### src/rtl/eth_sw_pkg.sv
// Shared types and constants for the switch egress path: framer FSM states,
// the output buffer entry layout and the read-issue budget helper.
package eth_sw_pkg;

    localparam int HDR_W  = 8;
    localparam int BYTE_W = 8;

    typedef enum logic [0:0] {
        ST_HDR  = 1'b0,
        ST_BODY = 1'b1
    } frm_state_e;

    typedef struct packed {
        logic [BYTE_W-1:0] data;
        logic              sof;
        logic              eof;
    } buf_entry_t;

    // A read may be issued when the byte it returns next cycle is sure of a
    // slot: entries held plus the read in flight, less the entry leaving now.
    function automatic logic issue_ok(input logic [1:0] buf_cnt,
                                      input logic       inflight,
                                      input logic       pop);
        logic [2:0] occ;
        occ = {1'b0, buf_cnt} + {2'b00, inflight} - {2'b00, pop};
        return (occ < 3'd2);
    endfunction

endpackage

### src/rtl/eth_skid_buf2.sv
// Two-entry output buffer. The head entry always lives in its own register so
// the downstream interface is driven straight from flops.
module eth_skid_buf2 #(
    parameter int W = 10
) (
    input  logic         clk,
    input  logic         reset_n,
    input  logic         push_i,
    input  logic [W-1:0] push_data_i,
    input  logic         pop_i,
    output logic [W-1:0] head_o,
    output logic         valid_o,
    output logic [1:0]   cnt_o
);

    logic [W-1:0] head_q;
    logic [W-1:0] head_d;
    logic [W-1:0] tail_q;
    logic [W-1:0] tail_d;
    logic [1:0]   cnt_q;
    logic [1:0]   cnt_d;
    logic         valid_q;
    logic         valid_d;
    logic         pop_s;

    assign pop_s = pop_i && valid_q;

    // Next-state: shift entries toward the head on pop, fill the first free slot on push
    always_comb begin
        head_d = head_q;
        tail_d = tail_q;
        cnt_d  = cnt_q;
        case ({push_i, pop_s})
            2'b10: begin
                if (cnt_q == 2'd0) begin
                    head_d = push_data_i;
                    cnt_d  = 2'd1;
                end else if (cnt_q == 2'd1) begin
                    tail_d = push_data_i;
                    cnt_d  = 2'd2;
                end else begin
                    cnt_d  = cnt_q;
                end
            end
            2'b01: begin
                if (cnt_q == 2'd2) begin
                    head_d = tail_q;
                    tail_d = {W{1'b0}};
                end else begin
                    head_d = {W{1'b0}};
                end
                cnt_d = cnt_q - 2'd1;
            end
            2'b11: begin
                if (cnt_q == 2'd2) begin
                    head_d = tail_q;
                    tail_d = push_data_i;
                end else begin
                    head_d = push_data_i;
                end
            end
            default: begin
                head_d = head_q;
                tail_d = tail_q;
                cnt_d  = cnt_q;
            end
        endcase
        valid_d = (cnt_d != 2'd0);
    end

    // Buffer state registers with synchronous active-low reset
    always_ff @(posedge clk) begin
        if (!reset_n) begin
            head_q  <= {W{1'b0}};
            tail_q  <= {W{1'b0}};
            cnt_q   <= 2'd0;
            valid_q <= 1'b0;
        end else begin
            head_q  <= head_d;
            tail_q  <= tail_d;
            cnt_q   <= cnt_d;
            valid_q <= valid_d;
        end
    end

    assign head_o  = head_q;
    assign valid_o = valid_q;
    assign cnt_o   = cnt_q;

endmodule

### src/rtl/eth_egress_framer.sv
// Egress framer: drains length-prefixed frames from the port byte FIFO, drops
// the length header and presents payload bytes with sof/eof on a valid/ready
// interface. A 2-entry buffer hides the FIFO's one-cycle read latency.
module eth_egress_framer
    import eth_sw_pkg::*;
#(
    parameter int DATA_W = 8,
    parameter int CNT_W  = 16
) (
    input  logic              clk,
    input  logic              reset_n,
    input  logic              fifo_empty,
    output logic              fifo_rd_en,
    input  logic [DATA_W-1:0] fifo_data,
    input  logic              tx_ready,
    output logic              tx_valid,
    output logic [DATA_W-1:0] tx_data,
    output logic              tx_sof,
    output logic              tx_eof,
    output logic              len_err,
    output logic [CNT_W-1:0]  frame_cnt
);

    frm_state_e       state_q;
    frm_state_e       state_d;
    logic [HDR_W-1:0] rem_q;
    logic [HDR_W-1:0] rem_d;
    logic             first_q;
    logic             first_d;
    logic             inflight_q;
    logic             len_err_q;
    logic             len_err_d;
    logic [CNT_W-1:0] frame_cnt_q;
    logic [CNT_W-1:0] frame_cnt_d;

    logic             rd_en_s;
    logic             pop_s;
    logic             push_s;
    buf_entry_t       push_entry_s;
    buf_entry_t       head_s;
    logic             buf_valid_s;
    logic [1:0]       buf_cnt_s;

    assign pop_s = buf_valid_s && tx_ready;

    // Read issue: crediting the pop leaving this cycle is what lets a byte
    // stream every cycle; reads are held off entirely while in reset.
    always_comb begin
        rd_en_s = 1'b0;
        if (reset_n && !fifo_empty) begin
            rd_en_s = issue_ok(buf_cnt_s, inflight_q, pop_s);
        end else begin
            rd_en_s = 1'b0;
        end
    end

    // FSM state and datapath registers, all cleared by synchronous reset
    always_ff @(posedge clk) begin
        if (!reset_n) begin
            state_q     <= ST_HDR;
            rem_q       <= {HDR_W{1'b0}};
            first_q     <= 1'b0;
            inflight_q  <= 1'b0;
            len_err_q   <= 1'b0;
            frame_cnt_q <= {CNT_W{1'b0}};
        end else begin
            state_q     <= state_d;
            rem_q       <= rem_d;
            first_q     <= first_d;
            inflight_q  <= rd_en_s;
            len_err_q   <= len_err_d;
            frame_cnt_q <= frame_cnt_d;
        end
    end

    // Next state: a captured byte advances HDR->BODY on a nonzero length, BODY->HDR on the last byte
    always_comb begin
        state_d = state_q;
        if (inflight_q) begin
            case (state_q)
                ST_HDR: begin
                    if (fifo_data != {DATA_W{1'b0}}) begin
                        state_d = ST_BODY;
                    end else begin
                        state_d = ST_HDR;
                    end
                end
                ST_BODY: begin
                    if (rem_q == 8'd1) begin
                        state_d = ST_HDR;
                    end else begin
                        state_d = ST_BODY;
                    end
                end
                default: state_d = ST_HDR;
            endcase
        end else begin
            state_d = state_q;
        end
    end

    // FSM outputs: header load / length error, or payload push with frame markers
    always_comb begin
        push_s       = 1'b0;
        push_entry_s = '{data: {BYTE_W{1'b0}}, sof: 1'b0, eof: 1'b0};
        len_err_d    = 1'b0;
        rem_d        = rem_q;
        first_d      = first_q;
        if (inflight_q) begin
            case (state_q)
                ST_HDR: begin
                    if (fifo_data == {DATA_W{1'b0}}) begin
                        len_err_d = 1'b1;
                    end else begin
                        rem_d   = fifo_data;
                        first_d = 1'b1;
                    end
                end
                ST_BODY: begin
                    push_s            = 1'b1;
                    push_entry_s.data = fifo_data;
                    push_entry_s.sof  = first_q;
                    push_entry_s.eof  = (rem_q == 8'd1);
                    first_d           = 1'b0;
                    rem_d             = rem_q - 8'd1;
                end
                default: begin
                    push_s = 1'b0;
                end
            endcase
        end else begin
            push_s = 1'b0;
        end
    end

    // Sent-frame counter advances when the eof byte is taken downstream
    always_comb begin
        frame_cnt_d = frame_cnt_q;
        if (pop_s && head_s.eof) begin
            frame_cnt_d = frame_cnt_q + {{(CNT_W-1){1'b0}}, 1'b1};
        end else begin
            frame_cnt_d = frame_cnt_q;
        end
    end

    eth_skid_buf2 #(
        .W($bits(buf_entry_t))
    ) u_buf (
        .clk         (clk),
        .reset_n     (reset_n),
        .push_i      (push_s),
        .push_data_i (push_entry_s),
        .pop_i       (pop_s),
        .head_o      (head_s),
        .valid_o     (buf_valid_s),
        .cnt_o       (buf_cnt_s)
    );

    assign fifo_rd_en = rd_en_s;
    assign tx_valid   = buf_valid_s;
    assign tx_data    = head_s.data;
    assign tx_sof     = head_s.sof;
    assign tx_eof     = head_s.eof;
    assign len_err    = len_err_q;
    assign frame_cnt  = frame_cnt_q;

endmodule
### config.mk
export PLATFORM = sky130hd
export DESIGN_NAME = eth_egress_framer
export DESIGN_NICKNAME = d
export VERILOG_FILES = /design/src/rtl/eth_sw_pkg.sv /design/src/rtl/eth_skid_buf2.sv /design/src/rtl/eth_egress_framer.sv
export SDC_FILE = /design/constraint.sdc
export NUM_CORES = 1
export LEC_CHECK = 0
export ABC_AREA = 1
export CAP_MARGIN = 20
export CELL_PAD_IN_SITES_DETAIL_PLACEMENT = 1
export CELL_PAD_IN_SITES_GLOBAL_PLACEMENT = 2
export CORE_ASPECT_RATIO = 0.9
export CORE_UTILIZATION = 27
export CTS_BUF_LIST = sky130_fd_sc_hd__clkbuf_16
export CTS_CLUSTER_DIAMETER = 30
export DETAILED_ROUTE_END_ITERATION = 7
export MAX_ROUTING_LAYER = met4
export PLACE_DENSITY = 0.86
export SLEW_MARGIN = 30
export SYNTH_ARGS = -nofsm -noshare
export SYNTH_HDL_FRONTEND = slang
export SYNTH_SLANG_ARGS = --single-unit
### constraint.sdc
create_clock -name clk -period 3.1 [get_ports clk]
set_input_delay 0.93 -clock clk [delete_from_list [all_inputs] [get_ports clk]]
set_output_delay 0.93 -clock clk [all_outputs]
set_load 0.01 [all_outputs]
=== Word level (Yosys, flattened, before mapping) ===
Index checks and enable logic that the tools add are counted.

* Add/subtract/negate cells: 5
* Muxes and demuxes: 25
* Order comparisons: 1
* Equality and inequality tests: 12
* Reductions and logical operators: 14
* Bitwise gates (word level): 3

{| class="wikitable"
|+ Operator list
! cell !! number
|-
| two-way mux 10 bit || 9
|-
| one-hot mux 10 bit (3 select lines) || 2
|-
| adder 16 x 1 -> 16 bit, second input constant || 1
|-
| one-hot mux 8 bit (2 select lines) || 1
|-
| == test 8 x 1 -> 1 bit, second input constant || 1
|-
| logical NOT 8 bit || 1
|-
| two-way mux 8 bit || 1
|-
| inequality test 2 x 1 -> 1 bit, second input constant || 4
|-
| nonzero test 8 bit || 1
|-
| subtractor 8 x 1 -> 8 bit, second input constant || 1
|-
| two-way mux 1 bit || 7
|-
| == test 2 bit, second input constant || 3
|-
| AND reduction 5 bit || 1
|-
| == test 2 x 1 -> 1 bit, second input constant || 2
|-
| logical AND 1 bit || 4
|-
| two-way mux 2 bit || 2
|-
| inequality test 2 bit, second input constant || 2
|-
| one-hot mux 1 bit (2 select lines) || 2
|-
| one-hot mux 2 bit (2 select lines) || 1
|-
| AND reduction 2 bit || 2
|-
| adder 2 x 1 -> 3 bit || 1
|-
| < comparator 3 x 2 -> 1 bit, second input constant || 1
|-
| inverter 1 bit || 3
|-
| nonzero test 3 bit || 1
|-
| 6 further kinds || 6
|}

* Flip-flop bits (word level): 51
* Input bits: 12
* Output and inout port bits: 29
* Word-level logic and storage cells: 70

=== Longest topological paths before layout ===
* Word-level depth: 6
* Depth in mapped cells: 13
* Mapped depth without buffers: 11

=== Modules after synthesis ===
From an unflattened synthesis, not the netlist that was laid out.

* Cells, all modules: 458
* Area total of the unflattened synthesis: 2939.1 µm²

{| class="wikitable"
|+ By module, submodules not included
! module !! area an instance (µm²) !! instances !! seq. area each (µm²) !! cells an instance
|-
| eth_egress_framer || 1697.9 || 1 || 560.5 || 275
|-
| eth_skid_buf2 || 1241.2 || 1 || 460.4 || 183
|}

=== Worst setup path after synthesis ===
OpenSTA, ideal clock, no wires.

* Path kind: input-to-output
* From: input tx_ready
* To: output fifo_rd_en
* Buffers on the path: 0
* Arrival time: 2522 ps
* Cell stages on the path: 7
* Slack: -352 ps
* Required time: 2170 ps
* Path through: nand2_2 inv_1 ha_1 or2_2 fa_1 nand2_1 nor3_1

* Word-level cells in the longest chain between the ends: 4

{| class="wikitable"
|+ RTL lines
! item !! line !! source
|-
| from (decl) || eth_egress_framer.sv:15 || <nowiki>input logic tx_ready,</nowiki>
|-
| logical AND 1 bit || eth_egress_framer.sv:44 || <nowiki>assign pop_s = buf_valid_s && tx_ready;</nowiki>
|-
| subtractor 3 x 1 -> 3 bit || eth_sw_pkg.sv:25 || <nowiki>occ = {1'b0, buf_cnt} + {2'b00, inflight} - {2'b00, pop};</nowiki>
|-
| < comparator 3 x 2 -> 1 bit || eth_sw_pkg.sv:26 || <nowiki>return (occ < 3'd2);</nowiki>
|-
| two-way mux 1 bit || eth_egress_framer.sv:50 || <nowiki>if (reset_n && !fifo_empty) begin</nowiki>
|-
| to (decl) || eth_egress_framer.sv:13 || <nowiki>output logic fifo_rd_en,</nowiki>
|}

No other way between the ends.

=== Final worst setup path ===
Same ends and word-level chain as after synthesis.

==> load_flow_metrics.sql <==
INSERT INTO impl_metrics (metric_group, metric, value, unit) VALUES
('routing', 'routed_via_density', '4.71', ''),
('logic_synthesis', 'synthDistinctLibCells', '36', ''),
('routing', 'vias', '2678', ''),
('clock_network', 'cts_buffer_depth', '2', ''),
('logic_synthesis', 'syn_avg_cell_area', '6.90', 'µm²'),
('global_route', 'grt_overflow', '0', ''),
('logic_synthesis', 'syn-cell-area', '2710', 'µm²'),
('pwr', 'power_frac_comb', '0.102', ''),
('final_layout', 'most_common_cell_after_layout_fill_and_taps_aside', 'sky130_fd_sc_hd__nand2_1', ''),
('clock_network', 'h-tree-depth', '2', ''),
('final_layout', 'finish.cell_count_without_fillers', '569', ''),
('critical_path', 'cp-endpoint', 'fifo_rd_en', ''),
('final_layout', 'finalNetCount', '467', ''),
('sta', 'finalHoldViolCount', '0', ''),
('logic_synthesis', 'synth.top_cells.by_area', 'sky130_fd_sc_hd__dfxtp_1 38%, sky130_fd_sc_hd__nand2_1 12%, sky130_fd_sc_hd__nor2_1 8.7%', ''),
('critical_path', 'setup.worst_path.end_class', 'output port', ''),
('placed_design', 'port_buffers', '40', ''),
('logic_synthesis', 'yosysTopAreaCell', 'sky130_fd_sc_hd__dfxtp_1', ''),
('critical_path', 'r2r_end', 'u_buf.tail_q[2]', ''),
('floorplan', 'rows', '34', ''),
('floorplan', 'top_level_ports', '41', ''),
('logic_synthesis', 'synth.yosys.warnings', '0', ''),
('logic_synthesis', 'synth_cells', '392', ''),
('floorplan', 'die-width', '108', 'µm'),
('clock_network', 'worstSkewPairLatency', '0.29', 'ns'),
('sta', 'relSlewSlack', '0.751', ''),
('final_layout', 'areaGrowthSynthToFinish', '29.9', '%'),
('critical_path', 'ff2ff_path_depth', '11', ''),
('logic_synthesis', 'synth.ff_latch_count', '51', ''),
('run_status', 'failed_checks', 'negative setup slack', ''),
('critical_path', 'worst-endpoint-required', '2.17', 'ns'),
('pwr', 'power_report.internal_total', '1.11', 'mW'),
('global_route', 'antenna_found_initial', '0', ''),
('sta', 'worst_clock_skew_on_the_final_layout', '0.00491', 'ns'),
('floorplan', 'die_height', '97.0', 'µm'),
('global_route', 'grt_start_max_net_pins', '31', ''),
('critical_path', 'worstReg2RegStart', 'u_buf.valid_o', ''),
('clock_network', 'ctsRootBufferMaster', 'sky130_fd_sc_hd__clkbuf_16', ''),
('sta', 'crit_path_time_final', '3.32', 'ns'),
('sta', 'finalWorstSetupSlack', '-0.216', 'ns'),
('floorplan', 'die_area', '10400', 'µm²'),
('logic_synthesis', 'synth.top_cell.area_share', '0.377', ''),
('sta', 'worst-slew-pin-transition', '0.372', 'ns'),
('sta', 'finalSetupViolations', '1', ''),
('critical_path', 'critical_path_peak_fanout', '2', ''),
('sta', 'timing.setup.tns', '-0.216', 'ns'),
('final_layout', 'antennaDiodeCount', '0', ''),
('clock_network', 'cts_tree', 'built', ''),
('run_status', 'outcome', 'finished, violations left', ''),
('global_route', 'groute.usage.overall', '0.163', ''),
('critical_path', 'arrival', '2.39', 'ns'),
('floorplan', 'start_util', '0.279', ''),
('critical_path', 'timing.setup.critical_path_class', 'in -> out', ''),
('routing', 'wl_per_cell', '13.7', 'µm'),
('critical_path', 'reg2reg_setup_slack', '1.06', 'ns'),
('routing', 'route.antenna.remaining_nets', '0', ''),
('sta', 'final_min_period_over_clock_period', '1.07', ''),
('clock_network', 'clk_transition_reported_paths', '0.07', 'ns'),
('routing', 'drc', '0', ''),
('pwr', 'power.net_switching', '0.348', 'mW'),
('global_route', 'grt_first_pass_wirelength', '13200', 'µm'),
('critical_path', 'critPathLaunch', 'tx_ready', ''),
('sta', 'max_clock_freq', '0.302', 'GHz'),
('placed_design', 'routabilityCongestion', '0.785', ''),
('routing', 'initialDrtViolationCount', '58', ''),
('routing', 'routed_wl', '7800', 'µm'),
('placed_design', 'place.detailed.instances', '559', ''),
('pwr', 'share_seq_of_total_power', '0.469', ''),
('routing', 'dr.pass1.iters', '4', ''),
('pwr', 'power_density', '414', 'nW/µm²'),
('floorplan', 'core_footprint', '9700', 'µm²');
[synthesized netlist by cell type]
master and n:
sky130_fd_sc_hd__nand2_4 2, sky130_fd_sc_hd__xor2_1 1, sky130_fd_sc_hd__o21ai_1 2, sky130_fd_sc_hd__nor3_4 1, sky130_fd_sc_hd__nor2_1 63, sky130_fd_sc_hd__nor2_2 3
sky130_fd_sc_hd__o22ai_1 2, sky130_fd_sc_hd__buf_1 2, sky130_fd_sc_hd__ha_1 12, sky130_fd_sc_hd__a31oi_1 11, sky130_fd_sc_hd__nand2_1 84, sky130_fd_sc_hd__nor2_4 3
sky130_fd_sc_hd__nor4_1 1, sky130_fd_sc_hd__a21boi_0 1, sky130_fd_sc_hd__and3_1 1, sky130_fd_sc_hd__nand3b_1 1, sky130_fd_sc_hd__inv_1 42, sky130_fd_sc_hd__nor3_1 6
sky130_fd_sc_hd__o21ai_0 29, sky130_fd_sc_hd__a21oi_1 20, sky130_fd_sc_hd__xnor2_1 1, sky130_fd_sc_hd__fa_1 1, sky130_fd_sc_hd__buf_2 4, sky130_fd_sc_hd__nand4_1 8
sky130_fd_sc_hd__buf_6 1, sky130_fd_sc_hd__a21oi_2 1, sky130_fd_sc_hd__clkbuf_1 1, sky130_fd_sc_hd__dfxtp_1 51, sky130_fd_sc_hd__nand2_2 3, sky130_fd_sc_hd__nand3_1 21
sky130_fd_sc_hd__o21a_1 1, sky130_fd_sc_hd__or2_2 3, sky130_fd_sc_hd__and2_1 1, sky130_fd_sc_hd__inv_2 4, sky130_fd_sc_hd__mux2i_1 2, sky130_fd_sc_hd__clkbuf_2 2
[kinds of logic after synthesis]
kind of cell    synth area share
flops                      0.377
xor+xnor                 0.00647
compound gates             0.133
simple gates               0.330
buf+inv                   0.0832
fa+ha+maj                 0.0629
mux                      0.00740
[critical path, cell delays in order]
cell	delay, ns
sky130_fd_sc_hd__buf_8	0.10
sky130_fd_sc_hd__nand2_8	0.06
sky130_fd_sc_hd__inv_6	0.03
sky130_fd_sc_hd__ha_4	0.19
sky130_fd_sc_hd__or2_4	0.22
sky130_fd_sc_hd__fa_1	0.50
sky130_fd_sc_hd__nand2_2	0.07
sky130_fd_sc_hd__nor3_2	0.13
sky130_fd_sc_hd__buf_2	0.15
[per-layer routing]
| metal | part of all wire | track usage | vias up |
|---|---|---|---|
| met5 | 0 | - | - |
| li1 | - | - | 1364 |
| met4 | 0.014 | 0.0400 | 0 |
| met1 | 0.47 | 0.195 | 1259 |
| met2 | 0.48 | 0.278 | 45 |
| met3 | 0.036 | 0.0310 | 10 |
[registers in the layout, indices dropped and copies added (netlist names)]
register,cells
frame_cnt,16
u_buf.head_o,10
u_buf.tail_q,10
rem_q,8
u_buf.cnt_o,2
first_q,1
inflight_q,1
len_err,1
state_q,1
u_buf.valid_o,1
[through the flow]
stage	setup WS (ns)	power (mW)	hold WS, ns	cell area [µm²]	utilization
detailed placement	-1.18	0.846	0.460	3330	0.344
global route	-0.247	1.51	0.488	3510	0.362
global placement	-1.13	0.841	0.456	3330	0.344
floorplan	-0.0997	0.784	0.445	2750	-
CTS	-0.218	1.47	0.471	3510	0.362
finish	-0.216	1.45	0.466	3510	0.362
[power groups by stage]
stage	Clock, mW	Sequential (mW)	Combinational [mW]
3_5_place_dp	0	0.697	0.148
4_1_cts	0.642	0.682	0.151
6_report	0.624	0.682	0.148
2_1_floorplan	0	0.697	0.0865
5_1_grt	0.663	0.684	0.167
3_3_place_gp	0	0.696	0.145
[how the worst min path moves through the flow]
stage | startpoint | endpoint | slack (ns) | depth (start not counted)
CTS | u_buf.tail_q[4] | u_buf.tail_q[4] | 0.47 | 2
global placement | u_buf.tail_q[8] | u_buf.tail_q[8] | 0.46 | 2
detailed placement | u_buf.tail_q[4] | u_buf.tail_q[4] | 0.46 | 2
global route | u_buf.tail_q[9] | u_buf.head_o[9] | 0.49 | 2
finish | u_buf.tail_q[3] | u_buf.tail_q[3] | 0.47 | 2
floorplan | u_buf.tail_q[2] | u_buf.tail_q[2] | 0.44 | 2
[timing repair]
action                     CTS  global route
cloned                       0             0
buffers inserted             2             0
gates resized for setup     12             0
setup endpoints to repair    1             1
pin swaps                    3             0
[cell type report]
type                    instances  area (µm²)
flip-flops and latches         51        1020
multi-input cells             285        1500
well taps                     126         158
repair buffers                 53         498
fillers                      1216        6180
inverters                      46         178
clock buffers                   5         125
clock inverters                 3        38.8
(Power assumes the default switching activity.)
